File: src/rtl/branch_resolve_unit_pkg.sv
// ============================================================================
// Module   : branch_resolve_unit_pkg
// Purpose  : Condition codes, BHT counter encodings and counter update helper
// Revision : 1.0 - initial release
// ============================================================================
`default_nettype none

package branch_resolve_unit_pkg;

    localparam int BR_COND_WIDTH = 3;

    localparam logic [BR_COND_WIDTH-1:0] BR_EQ  = 3'd0;
    localparam logic [BR_COND_WIDTH-1:0] BR_NE  = 3'd1;
    localparam logic [BR_COND_WIDTH-1:0] BR_LEZ = 3'd2;
    localparam logic [BR_COND_WIDTH-1:0] BR_GTZ = 3'd3;
    localparam logic [BR_COND_WIDTH-1:0] BR_LTZ = 3'd4;
    localparam logic [BR_COND_WIDTH-1:0] BR_GEZ = 3'd5;

    localparam logic [1:0] CNT_SNT = 2'b00;
    localparam logic [1:0] CNT_WNT = 2'b01;
    localparam logic [1:0] CNT_WT  = 2'b10;
    localparam logic [1:0] CNT_ST  = 2'b11;

    // Two-bit saturating counter step towards the resolved outcome
    function automatic logic [1:0] cnt_next(input logic [1:0] cnt, input logic taken);
        if (taken) begin
            return (cnt == CNT_ST) ? CNT_ST : cnt + 2'd1;
        end
        return (cnt == CNT_SNT) ? CNT_SNT : cnt - 2'd1;
    endfunction

endpackage

`default_nettype wire

File: src/rtl/branch_cond.sv
// ============================================================================
// Module   : branch_cond
// Purpose  : Combinational evaluator for the MIPS conditional-branch set
// Revision : 1.0 - initial release
// ============================================================================
`default_nettype none

module branch_cond
    import branch_resolve_unit_pkg::*;
#(
    parameter int DATA_W = 32
) (
    input  logic [BR_COND_WIDTH-1:0] cond,
    input  logic [DATA_W-1:0]        reg1,
    input  logic [DATA_W-1:0]        reg2,
    output logic                     taken
);

    // Sign-extended one bit so that equality never suffers from wrap-around
    logic [DATA_W:0] w_diff;
    logic            w_neg;
    logic            w_zero;

    assign w_diff = {reg1[DATA_W-1], reg1} - {reg2[DATA_W-1], reg2};
    assign w_neg  = reg1[DATA_W-1];
    assign w_zero = (reg1 == '0);

    always_comb begin
        taken = 1'b0;
        case (cond)
            BR_EQ:   taken = (w_diff == '0);
            BR_NE:   taken = (w_diff != '0);
            BR_LEZ:  taken = w_neg | w_zero;
            BR_GTZ:  taken = !w_neg & !w_zero;
            BR_LTZ:  taken = w_neg;
            BR_GEZ:  taken = !w_neg;
            default: taken = 1'b0;
        endcase
    end

endmodule

`default_nettype wire

File: src/rtl/branch_resolve_unit.sv
// ============================================================================
// Module   : branch_resolve_unit
// Purpose  : Branch resolution, 2-bit BHT prediction/training, flush/redirect
// Revision : 1.0 - initial release
// ============================================================================
`default_nettype none

module branch_resolve_unit
    import branch_resolve_unit_pkg::*;
#(
    parameter int         DATA_W    = 32,
    parameter int         PC_W      = 32,
    parameter int         BHT_DEPTH = 64,
    parameter logic [1:0] CNT_INIT  = CNT_WNT
) (
    input  logic                     clk,
    input  logic                     rst,
    input  logic                     pred_valid,
    input  logic [PC_W-1:0]          pred_pc,
    output logic                     pred_taken,
    input  logic                     res_valid,
    input  logic                     res_stall,
    input  logic [BR_COND_WIDTH-1:0] res_cond,
    input  logic [PC_W-1:0]          res_pc,
    input  logic [PC_W-1:0]          res_target,
    input  logic                     res_pred_taken,
    input  logic [DATA_W-1:0]        reg1_data,
    input  logic [DATA_W-1:0]        reg2_data,
    output logic                     res_taken,
    output logic                     flush,
    output logic [PC_W-1:0]          redirect_pc,
    output logic [31:0]              branch_cnt,
    output logic [31:0]              mispredict_cnt
);

    localparam int IDX_W = $clog2(BHT_DEPTH);

    logic [1:0]       r_bht [BHT_DEPTH];
    logic [IDX_W-1:0] w_pred_idx;
    logic [IDX_W-1:0] w_res_idx;
    logic             w_act;
    logic             w_cond_taken;
    logic             w_unused_pc_bits;

    assign w_pred_idx       = pred_pc[IDX_W+1:2];
    assign w_res_idx        = res_pc[IDX_W+1:2];
    assign w_unused_pc_bits = ^{pred_pc, res_pc};

    branch_cond #(
        .DATA_W (DATA_W)
    ) u_cond (
        .cond  (res_cond),
        .reg1  (reg1_data),
        .reg2  (reg2_data),
        .taken (w_cond_taken)
    );

    assign w_act      = res_valid & !res_stall;
    assign res_taken  = w_act & w_cond_taken;
    assign flush      = w_act & (res_taken != res_pred_taken);
    assign pred_taken = pred_valid & r_bht[w_pred_idx][1];

    always_comb begin
        redirect_pc = '0;
        if (flush) begin
            redirect_pc = res_taken ? res_target : res_pc + PC_W'(4);
        end
    end

    // Lookup reads the array before this edge's write, so no bypass exists
    always_ff @(posedge clk) begin
        if (rst) begin
            for (int i = 0; i < BHT_DEPTH; i++) begin
                r_bht[i] <= CNT_INIT;
            end
            branch_cnt     <= '0;
            mispredict_cnt <= '0;
        end else if (w_act) begin
            r_bht[w_res_idx] <= cnt_next(r_bht[w_res_idx], res_taken);
            if (branch_cnt != '1) begin
                branch_cnt <= branch_cnt + 32'd1;
            end
            if (flush && (mispredict_cnt != '1)) begin
                mispredict_cnt <= mispredict_cnt + 32'd1;
            end
        end
    end

endmodule

`default_nettype wire
File: config.mk
export PLATFORM = sky130hd
export DESIGN_NAME = branch_resolve_unit
export DESIGN_NICKNAME = d
export VERILOG_FILES = /design/src/rtl/branch_resolve_unit_pkg.sv /design/src/rtl/branch_cond.sv /design/src/rtl/branch_resolve_unit.sv
export SDC_FILE = /design/constraint.sdc
export NUM_CORES = 1
export LEC_CHECK = 0
export CORE_ASPECT_RATIO = 2
export CORE_MARGIN = 2
export CORE_UTILIZATION = 54
export CTS_CLUSTER_DIAMETER = 80
export DETAILED_ROUTE_END_ITERATION = 10
export PLACE_DENSITY = 0.83
export SYNTH_ARGS = -nofsm -noshare
export SYNTH_HDL_FRONTEND = slang
export SYNTH_SLANG_ARGS = --single-unit
File: constraint.sdc
create_clock -name clk -period 10 [get_ports clk]
set_input_delay 2 -clock clk [delete_from_list [all_inputs] [get_ports clk]]
set_output_delay 2 -clock clk [all_outputs]
set_load 0.05 [all_outputs]
# Yosys cells after proc, flatten, opt, wreduce, memory -nomap -nowiden
# Memory sizes are Yosys's and may differ from the RTL's.
# Cells that the tools add are included.
[totals] register_bits=64 mem_bits_rw=128 output_inout_bits=99 word_cells=56 mem_count=1
[classes] add_sub_neg=6 n_eq_ne=9 n_mux=20 n_bitwise=6 n_reduce_logical=12
[memory_table] name="r_bht" depth=64 word_bits=2 rd=2 rd_clocked_by_memory_dff=0 write_ports=64 line="branch_resolve_unit.sv:38" rtl="logic [1:0] r_bht [BHT_DEPTH];"
[op_table] operator="$add A32 B1 Y32 const B" n=2
[op_table] operator="$mux W32" n=2
[op_table] operator="$ne A32 B32 Y1 const B" n=2
[op_table] operator="$logic_not A33 Y1" n=1
[op_table] operator="$reduce_bool A33 Y1" n=1
[op_table] operator="$sub A32 B32 Y33" n=1
[op_table] operator="$add A32 B3 Y32 const B" n=1
[op_table] operator="$logic_not A32 Y1" n=1
[op_table] operator="$mux W2" n=7
[op_table] operator="$mux W1" n=9
[op_table] operator="$eq A3 B2 Y1 const B" n=2
[op_table] operator="$eq A3 B3 Y1 const B" n=2
[op_table] operator="$mux W6" n=1
[op_table] operator="$pmux W1 S6" n=1
[op_table] operator="$and A1 B1 Y1" n=5
[op_table] operator="$reduce_and A2 Y1" n=2
[op_table] operator="$eq A3 B1 Y1 const B" n=1
[op_table] operator="$logic_not A1 Y1" n=3
[op_table] operator="$logic_not A3 Y1" n=1
[op_table] operator="$add A2 B1 Y2 const B" n=1
[op_table] operator="$eq A2 B2 Y1 const B" n=1
[op_table] operator="$logic_not A2 Y1" n=1
[op_table] operator="$reduce_or A2 Y1" n=1
[op_table] operator="$sub A2 B1 Y2 const B" n=1
[op_table] operator="3 further kinds" n=3

# Longest topological paths before layout
# Gate-level depths: netlist (run 1).
[logic_depth] ltp_word=12 mapped_depth=18 mapped_depth_nobuf=15

# Cells and area by module
# From an unflattened synthesis (run 1), not the netlist that was laid out.
[hier_totals] cells_unflattened=1497 hier_area_um2=13615.6
[by_module_without_submodules] mod="branch_resolve_unit" instances=1 cells_per_inst=1096 area_per_inst_um2=11036.8
[by_module_without_submodules] mod="branch_cond" instances=1 cells_per_inst=401 area_per_inst_um2=2578.7

# Least setup slack after synthesis (run 1)
# Ideal clock, no wire load.
[synth_timing] path_type="input port to output port" from="in reg2_data[9]" to="out redirect_pc[31]" t_arrival_ps=6344 t_required_ps=8000 setup_slack_ps=1656 stages=16 path_buffers=2 path_cell_list="inv_1 ha_1 a21oi_1 o22ai_1 a211oi_2 a2111oi_2 or3_1 o32a_1 a2111oi_4 nand4_2 xor2_1 o31a_1 buf_2 buf_1 nor2_1 a211oi_1"
[synth_via] elab_chain_cells=7 word_cells_on_any_way=9
[synth_rtl] item="start: declaration" line="branch_resolve_unit.sv:28" rtl="input logic [DATA_W-1:0] reg2_data,"
[synth_rtl] item="$sub A32 B32 Y33 *" line="branch_cond.sv:24" rtl="assign w_diff = {reg1[DATA_W-1], reg1} - {reg2[DATA_W-1], reg2};"
[synth_rtl] item="$reduce_bool A33 Y1 / $logic_not A33 Y1 (equally long branches)" line="branch_cond.sv:32, branch_cond.sv:31"
[synth_rtl] item="$pmux W1 S6 *" line="branch_cond.sv:30" rtl="case (cond)"
[synth_rtl] item="$and A1 B1 Y1 *" line="branch_resolve_unit.sv:59" rtl="assign res_taken = w_act & w_cond_taken;"
[synth_rtl] item="$ne A1 B1 Y1" line="branch_resolve_unit.sv:60" rtl="assign flush = w_act & (res_taken != res_pred_taken);"
[synth_rtl] item="$and A1 B1 Y1" line="branch_resolve_unit.sv:60"
[synth_rtl] item="$mux W32 *" line="branch_resolve_unit.sv:65" rtl="if (flush) begin"
[synth_rtl] item="end: declaration" line="branch_resolve_unit.sv:31" rtl="output logic [PC_W-1:0] redirect_pc,"
# Mark *: on every way between the ends. The rest lies on a longest branch, timed or not.

# Worst setup path in the final report (run 1)
[layout_timing] from="in reg1_data[15]" to="out redirect_pc[1]"
[layout_via] elab_chain_cells=8 word_cells_on_any_way=13
[layout_rtl] item="start: declaration" line="branch_resolve_unit.sv:27" rtl="input logic [DATA_W-1:0] reg1_data,"
[layout_rtl] item="branches (longest 3 deep; another with $sub A32 B32 Y33)"
[layout_rtl] item="$pmux W1 S6 *" line="branch_cond.sv:30"
[layout_rtl] item="$and A1 B1 Y1 *" line="branch_resolve_unit.sv:59"
[layout_rtl] item="$ne A1 B1 Y1" line="branch_resolve_unit.sv:60"
[layout_rtl] item="$and A1 B1 Y1" line="branch_resolve_unit.sv:60"
[layout_rtl] item="$mux W32 *" line="branch_resolve_unit.sv:65"
# Mark *: on every way between the ends.

==> impl_metrics.ini, run 1 <==
[yosys]
synth_cell_types = 81
ys_warn_count = 0
yosys_most_used_dff = edfxtp_1
synth_edf_count = 128
synth-async-reset-ratio_pct = 0
syn-num-nets = 1726
synthCells = 1522
avgSynthCellArea_um2 = 8.93
ys_ff_latch = 192
syn_area_um2 = 13600
ys_seq_area_share_pct = 37.7

[drt]
detail-route-antenna-nets = 0
dr_wl_met2_mm = 22.7
wl_per_cell_um = 21.3
top_layer_used = met4
wl_met1_mm = 13.6
drc_errors = 0
vias = 13055
firstDrtPassIters = 5
wl_mm = 43.4
drt_iter0_drc = 1087
wl_met3_mm = 3.35
via_per_inst = 6.39

[power_and_ir_drop]
p_seq_share_pct = 43.9
swShare_pct = 29.5
p_int_uw = 1400
power_leakage_uw = 0.00580
ir_drop_uv = 181
combPwrFrac_pct = 23.3
clockPowerShare_pct = 32.8
p_switching_uw = 585
p_per_area_nw_per_um2 = 119

[die]
design.core.area_um2 = 24900
dieArea_um2 = 26500
ios = 268
num_rows = 82
die_w_um = 116
start_util_pct = 54.5
die_y_um = 228

[finish]
areaGrowthSynthToFinish_pct = 22.5
final_cell_mix = clkdlybuf4s50_1 (238), nor2_1 (185), nand2_1 (130)
final_cell_area_um2 = 16700
fin_cells = 2042
layout-drive-gt1-share_pct = 8.32
final_common_cell = clkdlybuf4s50_1
antenna_cells = 0
fin_nets = 1897

[min_path]
hp-class = reg2reg

[placed_design]
gp_congestion = 0.992
dp_cells = 2010
dpl.hpwl_mm = 31.7
dp_slack_ns = 0.541
placed_cell_area_um2 = 16100
port_buffers = 241

[timing]
worst_slack_ns = 0.399
setup_violations = 0
slew_viol_final = 0
final-hold-violation-count = 0
clock_skew_ns = 0.00683
max_slew.worst_pin.slew_ns = 1.26
max_slew_margin_pct = 16.1
tns_ns = 0
final.min_clock_period_ns = 9.60
post-route-period-util_pct = 96.0
rsz0062_at_grt = false
fmax_mhz = 104

[critical_path]
ff2ff_setup_slack_ns = 6.32
critical_path.max_fanout = 13
crit_arrival_ns = 7.60
critical_path_class = in2out
critPathMaxStageDelay_ns = 0.82
endpoint_kind = output pin
startpoint_type = input pin
slowest_stage = clkdlybuf4s50_1
cpMostUsedCell = clkdlybuf4s50_1
path_cells = clkdlybuf4s50_1 -> ha_1 -> nand4_1 -> a2111oi_1 -> o31ai_1 -> mux2_2 -> o221ai_1 -> a2111oi_4 -> nand4_2 -> xor2_1 -> o31a_2 -> clkinv_1 -> mux2i_1 -> nor2_1 -> clkdlybuf4s50_1
required_ns = 8.00

[clock_network]
clkTransAtPathRegs_ns = 0.07
clock_path_buffers = 2
post-cts-setup-buffers = 0
clk_latency_ns = 0.44
postCtsHoldBufs = 0
cts_sinks = 192
cts_tree = built
h-tree-depth = 4
root_buffer = clkbuf_16
cts_inserted_buffers = 17

[global_routing]
grt_max_degree = 83
antenna_found_initial = 0
grt_usage_pct = 32.7
grt_pass1_wl_mm = 66.5
overflow = 0
grt_pass1_vias = 12986

[status]
status = finished clean

[run]
drv_cap = 0
## state kept, by name, indices dropped and copies added (netlist names)
register	cells
branch_cnt	32
mispredict_cnt	32
r_bht	128
## power groups by stage
stage          sequential, uW  combinational, uW  clock (uW)
5_1_grt                   871                490         678
3_3_place_gp              886                439           0
4_1_cts                   870                448         650
6_report                  870                461         649
3_5_place_dp              887                446           0
2_1_floorplan             885                293           0
## through the flow
step	util (%)	total power, uW	hold slack [ns]
after global placement	64.6	1320	0.480
after detailed placement	64.6	1330	0.492
after global routing	66.8	2040	0.529
after CTS	66.8	1970	0.505
after floorplan	-	1180	0.712
final	66.8	1980	0.505
## synthesized netlist by cell type, drive strengths merged, types with 31 or more instances
| cell type | count | area, um2 |
|---|---|---|
| clkbuf | 66 | 248 |
| o21ai | 52 | 264 |
| buf | 40 | 254 |
| nor3 | 45 | 255 |
| xnor2 | 40 | 350 |
| mux4 | 31 | 698 |
| a21oi | 80 | 423 |
| edfxtp | 128 | 3840 |
| dfxtp | 64 | 1280 |
| mux2i | 41 | 410 |
| nand2 | 130 | 488 |
| ha | 35 | 438 |
| nand2b | 47 | 294 |
| nand3 | 113 | 566 |
| inv | 46 | 173 |
| nor2 | 185 | 694 |
## timing repair
| action | in CTS | in global routing |
|---|---|---|
| hold endpoints to repair | 0 | 0 |
| resized for setup | 0 | 1 |
| setup endpoints to repair | 0 | 1 |
## kinds of logic after synthesis
group                      after synthesis  share of synthesized area [%]
AOI/OAI and AO/OA                      277                           13.8
buffers and inverters                  153                           4.99
and+or+nand+nor                        700                           25.7
xor gates and xnor gates                66                           4.25
DFF                                    192                           37.7
adders and majority gates               37                           3.38
muxes                                   97                           10.2
## cell type report
| type | instances | area, um2 |
|---|---|---|
| clock buffers | 21 | 460 |
| fillers | 2012 | 8280 |
| flip-flops and latches | 192 | 5120 |
| multi-input cells | 1177 | 7830 |
| inverters | 47 | 176 |
| clock inverters | 11 | 90.1 |
| well taps | 336 | 420 |
| repair buffers | 258 | 2550 |
## path summary, 6_finish.rpt
check / startpoint / to / cells after the start
hold / removal: mispredict_cnt[21] / mispredict_cnt[21] / 2
hold reg to reg: mispredict_cnt[21] / mispredict_cnt[21] / 2
setup reg to reg: r_bht[4][1] / r_bht[42][1] / 9
setup / recovery: reg1_data[15] / redirect_pc[1] / 15
## worst max-delay path, delay by kind of cell
kind	cells	cell delay [ns]
muxes	2	0.45
AOI/OAI and AO/OA	5	2.05
buffers and inverters	3	1.77
and+or+nand+nor	3	0.61
xor gates and xnor gates	1	0.20
adders and majority gates	1	0.53
## metal layers
| metal | track usage, % | up-vias |
|---|---|---|
| li1 | - | 5947 |
| met1 | 31.4 | 6088 |
| met2 | 59.0 | 758 |
| met3 | 7.48 | 262 |
| met4 | 23.8 | 0 |
| met5 | 0 | - |
(Power assumes the default switching activity.)
==> inputs of run 2 (changes only) <==
--- a/config.mk
+++ b/config.mk
@@ -7,2 +7,3 @@
 export LEC_CHECK = 0
+export CAP_MARGIN = 20
 export CORE_ASPECT_RATIO = 2
@@ -16 +17,2 @@
 export SYNTH_SLANG_ARGS = --single-unit
+export TNS_END_PERCENT = 100
--- a/constraint.sdc
+++ b/constraint.sdc
@@ -3,2 +3,2 @@
 set_output_delay 2 -clock clk [all_outputs]
-set_load 0.05 [all_outputs]
+set_load 0.01 [all_outputs]
==> run 2 against run 1 <==
Against the previous run:
- non-clock buffer count rose by 2
- core utilization increased by 0.36 points
- cell count barely moved
- power is 3.1% higher
- sequential cell count is the same
- clock skew grew 0.0036 ns
- largest cell class unchanged
- die area stayed put
- sequential share of layout area down 0.16 points
- setup slack better by 0.38 ns
- critical path type unchanged
- worst hold slack improved by 0.0055 ns
- cell area grew 0.53%
==> impl_metrics.ini, run 2 (synthesis gave the netlist of run 1 again) <==
[timing]
max_slew.worst_pin.slew_ns = 1.18
worst_slack_ns = 0.775
final-hold-violation-count = 0
clock_skew_ns = 0.0104
slew_viol_final = 0
fmax_mhz = 108
setup_violations = 0
tns_ns = 0
post-route-period-util_pct = 92.3
max_slew_margin_pct = 21.1
final.min_clock_period_ns = 9.23
rsz0062_at_grt = false

[critical_path]
critical_path.max_fanout = 42
reg2reg_depth = 9
critical_path_class = in2out
crit_arrival_ns = 7.23
startpoint_type = input pin
required_ns = 8.00
endpoint_kind = output pin

[finish]
regMostFlops = r_bht
antenna_cells = 0
reg.largest.list = r_bht (128), branch_cnt (32), mispredict_cnt (32)
fin_nets = 1899
areaGrowthSynthToFinish_pct = 23.2
final_common_cell = clkdlybuf4s50_1
final_cell_mix = clkdlybuf4s50_1 (238), nor2_1 (185), nand2_1 (130)
layout-drive-gt1-share_pct = 8.49
final_cell_area_um2 = 16700
largest_reg_flops = 128

[global_routing]
overflow = 0
grt_pass1_wl_mm = 67.7
grt_usage_pct = 33.1
grt_pass1_vias = 13073
antenna_found_initial = 0
grt_max_degree = 77

[clock_network]
post-cts-setup-buffers = 0
clkTransAtPathRegs_ns = 0.07
postCtsHoldBufs = 0
cts_inserted_buffers = 17
cts_resized = 0
clk_latency_ns = 0.45
cts_tree = built
h-tree-depth = 4
root_buffer = clkbuf_16
clock_path_buffers = 2
cts_sinks = 192

[die]
dieArea_um2 = 26500
num_rows = 82
design.core.area_um2 = 24900
start_util_pct = 54.5
die_w_um = 116
ios = 268
die_y_um = 228

[drt]
detail-route-antenna-nets = 0
firstDrtPassIters = 5
drt_iter0_drc = 1321
wl_mm = 43.7
drc_errors = 0
via_per_inst = 6.37
vias = 13013
wl_per_cell_um = 21.4

[min_path]
whs_path_depth = 2
hp-class = reg2reg

[run]
drv_cap = 0

[placed_design]
dp_slack_ns = 0.943
gp_congestion = 0.991
port_buffers = 241
placed_cell_area_um2 = 16100
dpl.hpwl_mm = 31.7

[status]
status = finished clean

[power_and_ir_drop]
ir_drop_uv = 149
p_per_area_nw_per_um2 = 122
power_leakage_uw = 0.00585
-- run 2: changes by cell type in the layout (fill, tap and decap cells not counted) --
cell,previous run,this run
inv_6,1,4
clkinvlp_4,2,0
bufinv_8,0,1
clkbuf_16,17,22
buf_4,16,19
clkinv_1,3,1
inv_4,0,1
nor4_2,4,3
nor4_1,16,17
buf_6,0,1
clkbuf_8,2,0
clkinv_2,4,1
buf_12,2,0
clkinv_4,1,0
-- run 2: cell type report --
cell class / instances / area (um2)
Inverter: 47 / 176
Tap cell: 336 / 420
Clock inverter: 8 / 93.8
Fill cell: 1971 / 8190
Timing Repair Buffer: 260 / 2550
Multi-Input combinational cell: 1177 / 7820
Clock buffer: 24 / 558
Sequential cell: 192 / 5120
-- run 2: power breakdown --
part	switching (uW)	internal, uW	leakage [uW]	total, uW
Sequential	10.1	860	0.00172	870
Combinational	253	180	0.00381	434
Clock	305	434	0.000327	739
Total	568	1470	0.00585	2040
-- run 2: per-layer routing --
metal / share of wire [%] / GRT usage (%) / vias to the layer above / routed length [um]
met5: 0 / 0 / - / 0
met4: 7.2 / 21.4 / 0 / 3140
met3: 7.6 / 7.43 / 200 / 3320
met2: 54 / 60.4 / 702 / 23400
met1: 32 / 32.5 / 6170 / 13800
li1: - / - / 5941 / -
-- run 2: stage by stage --
stage	instances	utilization, %	hold WS, ns	power, uW
floorplan	1522	-	0.504	1150
global placement	2010	64.5	0.480	1300
detailed placement	2010	64.5	0.499	1310
CTS	2042	67.1	0.513	2030
global route	2044	67.1	0.534	2100
finish	2044	67.1	0.510	2040
-- run 2: worst paths after layout --
| kind | startpoint | endpoint | slack, ns |
|---|---|---|---|
| max reg2reg | r_bht[2][1] | r_bht[41][1] | 6.16 |
| min | mispredict_cnt[30] | mispredict_cnt[30] | 0.51 |
| min reg2reg | mispredict_cnt[30] | mispredict_cnt[30] | 0.51 |
| max | reg1_data[15] | redirect_pc[18] | 0.77 |
-- run 2: worst max-delay path, cell delays in order --
cell	delay [ns]
clkdlybuf4s50_1	0.53
ha_1	0.47
a21oi_1	0.42
o21ai_1	0.25
a221o_1	0.40
nor2_1	0.16
a211oi_1	0.10
or3_1	0.30
a2111oi_0	0.50
nand4_2	0.24
xor2_1	0.19
o31a_2	0.24
buf_4	0.47
nor2_1	0.08
a211oi_1	0.24
clkdlybuf4s50_1	0.58
==> inputs of run 3 (changes only) <==
- CTS_CLUSTER_SIZE: unset -> 28
- SETUP_SLACK_MARGIN: unset -> 0.5
==> run 3 against run 2 <==
Against the previous run:
- sequential share of layout area barely moved
- setup slack better by 0.015 ns
- routed wire length is 0.24% higher
- critical path type unchanged
==> impl_metrics.ini, run 3 (synthesis gave the netlist of run 1 again) <==
[die]
design.core.area_um2 = 24900
die_w_um = 116
dieArea_um2 = 26500
num_rows = 82
ios = 268
die_y_um = 228
start_util_pct = 54.5

[drt]
vias = 12973
drc_errors = 0
wl_per_cell_um = 21.4
via_per_inst = 6.35
firstDrtPassIters = 6
wl_mm = 43.8
drt_iter0_drc = 1200
detail-route-antenna-nets = 0

[critical_path]
crit_arrival_ns = 7.21
cpMostUsedCell = clkdlybuf4s50_1
critical_path.max_fanout = 42
slowest_stage = a2111oi_1
startpoint_type = input pin
ff2ff_setup_slack_ns = 6.17
critical_path_class = in2out
required_ns = 8.00
endpoint_kind = output pin
path_cells = clkdlybuf4s50_1 -> ha_1 -> nand4_1 -> a2111oi_1 -> nor3_1 -> mux2i_1 -> o2111ai_1 -> nor4_1 -> nand4_2 -> xor2_1 -> o31a_2 -> buf_4 -> nor2_1 -> a211oi_1 -> clkdlybuf4s50_1
critPathMaxStageDelay_ns = 0.81

[global_routing]
grt_pass1_wl_mm = 67.7
grt_pass1_vias = 13073
grt_usage_pct = 33.1
overflow = 0
antenna_found_initial = 0
grt_max_degree = 77

[power_and_ir_drop]
power_leakage_uw = 0.00585
swShare_pct = 27.8
p_seq_share_pct = 42.6
combPwrFrac_pct = 21.2
p_switching_uw = 569
p_int_uw = 1470
p_per_area_nw_per_um2 = 122
clockPowerShare_pct = 36.2
ir_drop_uv = 148

[timing]
final.min_clock_period_ns = 9.21
post-route-period-util_pct = 92.1
final-hold-violation-count = 0
max_slew.worst_pin.slew_ns = 1.20
setup_violations = 0
slew_viol_final = 0
tns_ns = 0
rsz0062_at_grt = false
clock_skew_ns = 0.00961
worst_slack_ns = 0.790
fmax_mhz = 109
max_slew_margin_pct = 19.9

[clock_network]
cts_sinks = 192
postCtsHoldBufs = 0
cts_tree = built
clkTransAtPathRegs_ns = 0.07
root_buffer = clkbuf_16
clk_latency_ns = 0.45
clock_path_buffers = 2
h-tree-depth = 4
cts_resized = 0
cts_inserted_buffers = 17
post-cts-setup-buffers = 0

[status]
status = finished clean

[min_path]
hp-class = reg2reg

[finish]
regMostFlops = r_bht
final_cell_mix = clkdlybuf4s50_1 (238), nor2_1 (185), nand2_1 (130)
areaGrowthSynthToFinish_pct = 23.2
fin_nets = 1899
reg.largest.list = r_bht (128), branch_cnt (32), mispredict_cnt (32)
final_common_cell = clkdlybuf4s50_1
antenna_cells = 0
largest_reg_flops = 128
fillCellCount = 1971
final_util_pct = 67.2
layout-drive-gt1-share_pct = 8.55

[placed_design]
gp_congestion = 0.991
dp_slack_ns = 0.943
port_buffers = 241
dpl.hpwl_mm = 31.7

[run]
drv_cap = 0
run 3: path summary, 6_finish.rpt:
| check | end | cells after the start | from |
|---|---|---|---|
| worst max-delay path | redirect_pc[8] | 15 | reg1_data[6] |
| worst min-delay path | mispredict_cnt[30] | 2 | mispredict_cnt[30] |
| worst max register to register | r_bht[41][1] | 9 | r_bht[4][1] |
| worst min register to register | mispredict_cnt[30] | 2 | mispredict_cnt[30] |
run 3: routing by layer:
layer | wire length [um] | share of wire [%] | GRT usage, %
met2 | 23500 | 54 | 60.4
met3 | 3310 | 7.6 | 7.43
met4 | 3070 | 7.0 | 21.4
met5 | 0 | 0 | 0
met1 | 13900 | 32 | 32.5
run 3: power groups by stage:
stage	sequential (uW)	clock [uW]	combinational, uW
detailed placement	887	0	418
global placement	886	0	411
global route	871	767	465
floorplan	883	0	270
CTS	870	741	421
finish	870	739	434
run 3: final cells by class:
cell class	count	area [um2]	share of cell area [%]
Inverter	47	176	1.05
Multi-Input combinational cell	1177	7830	46.7
Clock buffer	24	558	3.33
Tap cell	336	420	2.51
Timing Repair Buffer	260	2550	15.2
Clock inverter	8	93.8	0.560
Sequential cell	192	5120	30.6
run 3: worst max-delay path, delay by kind of cell:
family | cells | cell delay, ns
adder cells (fa/ha/maj) | 1 | 0.53
multiplexers | 1 | 0.21
AND/OR/NAND/NOR | 5 | 1.20
XOR/XNOR | 1 | 0.19
buffers and inverters | 3 | 1.61
AO/OA/AOI/OAI | 4 | 1.41
run 3: stage by stage:
| step | hold slack, ns | instance area, um2 | total power [uW] | instances |
|---|---|---|---|---|
| floorplan | 0.504 | 13600 | 1150 | 1522 |
| global placement | 0.480 | 16100 | 1300 | 2010 |
| detailed placement | 0.499 | 16100 | 1310 | 2010 |
| CTS | 0.513 | 16700 | 2030 | 2042 |
| global route | 0.534 | 16700 | 2100 | 2044 |
| finish | 0.509 | 16700 | 2040 | 2044 |
